### src/rtl/demux_1to4_reg_pkg.sv
// ============================================================================
// Module : demux_1to4_reg_pkg
// Brief  : Shared constants, types and sel decode for the 1-to-4 demux.
// Rev    : 1.0
// ============================================================================
`default_nettype none

package demux_1to4_reg_pkg;

  localparam int WIDTH_DEF = 32;
  localparam int SEL_W     = 2;
  localparam int NUM_OUT   = 4;

  localparam logic [SEL_W-1:0] SINK_WB  = 2'd0;
  localparam logic [SEL_W-1:0] SINK_CSR = 2'd1;
  localparam logic [SEL_W-1:0] SINK_PC  = 2'd2;
  localparam logic [SEL_W-1:0] SINK_DBG = 2'd3;

  typedef logic [SEL_W-1:0]   sel_t;
  typedef logic [NUM_OUT-1:0] sink_vec_t;

  function automatic sink_vec_t sel_onehot(input sel_t sel);
    sink_vec_t v;
    v      = '0;
    v[sel] = 1'b1;
    return v;
  endfunction

endpackage

`default_nettype wire

### src/rtl/demux_slot.sv
// ============================================================================
// Module : demux_slot
// Brief  : One-entry valid/data holding register with load and drain.
// Rev    : 1.0
// ============================================================================
`default_nettype none

module demux_slot
  import demux_1to4_reg_pkg::*;
#(
  parameter int WIDTH = WIDTH_DEF
) (
  input  logic             clk,
  input  logic             rst_n,
  input  logic             load_i,
  input  logic [WIDTH-1:0] load_data_i,
  input  logic             drain_ready_i,
  output logic             valid_o,
  output logic [WIDTH-1:0] data_o,
  output logic             can_load_o
);

  logic             valid_q, valid_d;
  logic [WIDTH-1:0] data_q,  data_d;

  // A same-cycle drain frees the slot, allowing full-rate streaming.
  assign can_load_o = ~valid_q | drain_ready_i;

  always_comb begin
    valid_d = valid_q;
    data_d  = data_q;
    if (load_i) begin
      valid_d = 1'b1;
      data_d  = load_data_i;
    end else if (valid_q && drain_ready_i) begin
      valid_d = 1'b0;
    end
  end

  always_ff @(posedge clk or negedge rst_n) begin
    if (!rst_n) begin
      valid_q <= 1'b0;
      data_q  <= '0;
    end else begin
      valid_q <= valid_d;
      data_q  <= data_d;
    end
  end

  assign valid_o = valid_q;
  assign data_o  = data_q;

endmodule

`default_nettype wire

### src/rtl/demux_1to4_reg.sv
// ============================================================================
// Module : demux_1to4_reg
// Brief  : Registered 1-to-4 valid/ready demultiplexer, one slot per sink.
// Rev    : 1.0
// ============================================================================
`default_nettype none

module demux_1to4_reg
  import demux_1to4_reg_pkg::*;
#(
  parameter int WIDTH   = WIDTH_DEF,
  parameter int NUM_OUT = demux_1to4_reg_pkg::NUM_OUT
) (
  input  logic                     clk,
  input  logic                     rst_n,
  input  logic                     in_valid_i,
  output logic                     in_ready_o,
  input  logic [SEL_W-1:0]         in_sel_i,
  input  logic [WIDTH-1:0]         in_data_i,
  output logic [NUM_OUT-1:0]       out_valid_o,
  input  logic [NUM_OUT-1:0]       out_ready_i,
  output logic [NUM_OUT*WIDTH-1:0] out_data_o,
  output logic                     busy_o
);

  logic [NUM_OUT-1:0] can_load;
  logic [NUM_OUT-1:0] load_vec;
  logic               accept;

  // in_ready never looks at in_valid, so the source may gate valid on ready.
  assign in_ready_o = rst_n & can_load[in_sel_i];
  assign accept     = in_valid_i & in_ready_o;
  assign load_vec   = sel_onehot(in_sel_i) & {NUM_OUT{accept}};

  generate
    for (genvar i = 0; i < NUM_OUT; i++) begin : g_slot
      demux_slot #(
        .WIDTH (WIDTH)
      ) u_slot (
        .clk           (clk),
        .rst_n         (rst_n),
        .load_i        (load_vec[i]),
        .load_data_i   (in_data_i),
        .drain_ready_i (out_ready_i[i]),
        .valid_o       (out_valid_o[i]),
        .data_o        (out_data_o[i*WIDTH +: WIDTH]),
        .can_load_o    (can_load[i])
      );
    end
  endgenerate

  assign busy_o = |out_valid_o;

endmodule

`default_nettype wire
### config.mk
export PLATFORM = sky130hd
export DESIGN_NAME = demux_1to4_reg
export DESIGN_NICKNAME = d
export VERILOG_FILES = /design/src/rtl/demux_1to4_reg_pkg.sv /design/src/rtl/demux_slot.sv /design/src/rtl/demux_1to4_reg.sv
export SDC_FILE = /design/constraint.sdc
export NUM_CORES = 1
export LEC_CHECK = 0
export CAP_MARGIN = 20
export CORE_MARGIN = 3
export CORE_UTILIZATION = 30
export DETAILED_ROUTE_END_ITERATION = 8
export HOLD_SLACK_MARGIN = 0.06
export PLACE_DENSITY = 0.59
export SLEW_MARGIN = 10
export SYNTH_ARGS = -nofsm -noshare
export SYNTH_HDL_FRONTEND = slang
export SYNTH_SLANG_ARGS = --single-unit
### constraint.sdc
create_clock -name clk -period 1.4 [get_ports clk]
set_input_delay 0.28 -clock clk [delete_from_list [all_inputs] [get_ports clk]]
set_output_delay 0.28 -clock clk [all_outputs]
set_load 0.01 [all_outputs]
==> results.yml <==
status:
  status: "complete, but fails checks"
  failed_checks: "negative setup slack"
clock_network:
  htreeDepth: 4
  cts_buffers: 17
  root_buffer: "clkbuf_16"
  clockBufferDepth: 2
  clock_sinks: 132
  clkLatencyLatePin_ns: 0.41
  tritoncts: "yes"
  hold_buffers: 0
  clk_pin_slew_ns: 0.06
floorplanning:
  die_width_um: 135
  rows: 46
  die-area_um2: 18300
  start_util_pct: 31.2
  fp.coreArea_um2: 16100
  die_h_um: 135
  ioPinCount: 175
yosys:
  synth-async-reset-ratio_pct: 100
  synth.distinct_cells: 23
  synth_fp_nets: 339
  synth.avg_cell_area_um2: 16.9
  syn_inst: 298
  yosys.cell_count.top_type: "dfrtp_1"
  syn-cell-area_um2: 5030
  synthTopCellsByCount: "dfrtp_1, mux2_2, buf_4, mux2_1, buf_2"
  synthFlopType: "dfrtp_1"
  yosys_warnings: 0
  yosysTopAreaCell: "dfrtp_1"
  synth.top_cell.area_share_pct: 65.7
  yosysSeqAreaShare_pct: 65.7
  synth_area_leaders: "dfrtp_1, mux2_2, mux2_1"
  synth_seq_cells: 132
  synth_edf_count: 0
placement:
  finalWeightedCongestion: 0.721
  port_buffers: 174
  dp_hpwl_um: 8830
  numPlacedInstances: 689
  post_dp_cell_area_um2: 7190
worst_setup_path:
  end_kind: "output pin"
  r2r_slack_ns: -0.30
  required_ns: 1.12
  cp.arrival_ns: 1.49
  crit_fanout: 3
  crit_path_start_kind: "flip-flop"
  crit_type: "flip-flop to output pin"
grt:
  overflow: 0
  grt_pass1_vias: 3885
  grt_max_degree: 69
  antenna_found_initial: 0
  grt_use_total_pct: 17.5
  grt_pass1_wl_um: 23800
timing:
  fin_ws_ns: -0.365
  finalCritPeriodShare_pct: 126
  layout_min_cycle_time_ns: 1.77
  fin_tns_setup_ns: -20.75
  setup_viol: 109
  drv_slew: 0
  rsz0062_at_grt: "true"
  worst_slew_pin_slew_ns: 0.845
  fmax_mhz: 566
  hold_violations: 0
  clock_skew_ns: 0.00830
  max-slew-margin-rel_pct: 43.6
final_layout:
  final_area_um2: 8390
  area_growth_pct: 66.9
  fill_cells: 1382
  drive_gt1_share_pct: 41.5
  final_core_util_pct: 52.1
  multi_input_area_um2: 1910
  final_net_count: 561
  final_cell_count_no_fill: 749
  seqCellArea_um2: 3300
  diodes: 0
pwr:
  p_sw_share_pct: 27.2
  clock_power_share_pct: 34.1
  p_per_area_nw_per_um2: 1530
  p_seq_share_pct: 39.9
  leakage_uw: 0.00389
  power.share.combinational_pct: 25.9
  p_sw_uw: 3490
  vdd_drop_max_v: 0.000782
  p_int_uw: 9360
detailed_routing:
  antenna_left: 0
  vias: 3407
  viasPerCell: 4.55
  routedWlPerCell_um: 20.5
  wirelength_um: 15400
  drc: 0
  drt-pass1-iter-count: 5
  drt_iter0_drc: 114
hold_path:
  min_path_type: "input pin to async pin"
run:
  maxCapViolations: 0
## area by class of cell
cell class	count	area share, %
clock buffers	18	5.23
repair buffers	221	27.6
multi-input cells	148	22.8
well taps	216	3.22
clock inverters	14	1.80
flip-flops and latches	132	39.4
## power groups by stage
stage / combinational (uW) / sequential, uW / clock (uW)
final: 3330 / 5130 / 4390
after global routing: 3540 / 5230 / 4690
after CTS: 3280 / 5110 / 4500
after detailed placement: 3480 / 5180 / 0
after global placement: 3440 / 5150 / 0
after floorplan: 870 / 5520 / 0
## cell usage in the layout, fill, tap and decap left out, types with 2 or more instances in the layout
master | Yosys | layout
buf_12 | 0 | 14
buf_16 | 0 | 3
buf_2 | 7 | 2
buf_4 | 8 | 16
buf_6 | 3 | 12
buf_8 | 0 | 5
bufinv_16 | 0 | 2
clkbuf_16 | 0 | 17
clkdlybuf4s15_1 | 0 | 75
clkdlybuf4s50_1 | 0 | 36
clkinv_2 | 0 | 3
clkinv_4 | 0 | 4
clkinvlp_4 | 0 | 2
dfrtp_1 | 132 | 132
dlygate4sd2_1 | 0 | 57
inv_6 | 0 | 3
mux2_2 | 120 | 54
mux2_4 | 0 | 74
nand2_1 | 2 | 2
nand2b_1 | 3 | 3
nor3b_4 | 1 | 2
## sequential cells by signal, indices dropped and copies added, names as in the netlist
name and flops:
g_slot.u_slot.data_o 128, g_slot.u_slot.valid_o 4
## stage by stage
step / power [uW] / hold WS, ns / worst slack (ns)
2_1_floorplan: 6390 / -0.0156 / -0.101
3_3_place_gp: 8590 / 0.474 / -0.673
3_5_place_dp: 8660 / 0.482 / -0.761
4_1_cts: 12900 / 0.105 / -0.383
5_1_grt: 13500 / 0.139 / -0.408
6_report: 12900 / 0.0763 / -0.365
## metal layers
layer | GRT usage [%] | up-vias | wire, um
li1 | - | 1514 | -
met1 | 23.9 | 1748 | 7130
met2 | 26.7 | 134 | 7120
met3 | 6.02 | 11 | 985
met4 | 4.70 | 0 | 116
met5 | 0 | - | 0
## worst max-delay path: stages, from the launching register on
cell,delay (ns)
dfrtp_1,0.40
or4_1,0.53
buf_2,0.15
## cell families after synthesis
group	Yosys count	share of synthesized area [%]
AO/OA/AOI/OAI	3	0.373
buffers and inverters	18	2.56
flip-flops	132	65.7
multiplexers	129	28.9
AND/OR/NAND/NOR	16	2.49
## path summary, 6_finish.rpt
path | startpoint | to | depth (start not counted)
worst max-delay path | g_slot[3].u_slot.valid_o | busy_o | 2
worst min register to register | g_slot[0].u_slot.data_o[15] | g_slot[0].u_slot.data_o[15] | 1
worst max register to register | g_slot[2].u_slot.valid_o | g_slot[2].u_slot.data_o[31] | 7
worst min-delay path | rst_n | g_slot[1].u_slot.valid_o | 2
min in group clk | rst_n | g_slot[1].u_slot.valid_o | 3
max in group asynchronous | rst_n | g_slot[2].u_slot.data_o[17] | 3
## timing repair
| action | CTS | global route |
|---|---|---|
| setup endpoints to repair | 262 | 201 |
| pin swaps | 3 | 3 |
| resized for setup | 247 | 92 |
| buffers inserted | 24 | 7 |
| endpoints found under the hold margin | 0 | 0 |
| gates cloned | 13 | 0 |
No activity file was read; power rests on OpenSTA's default activity.
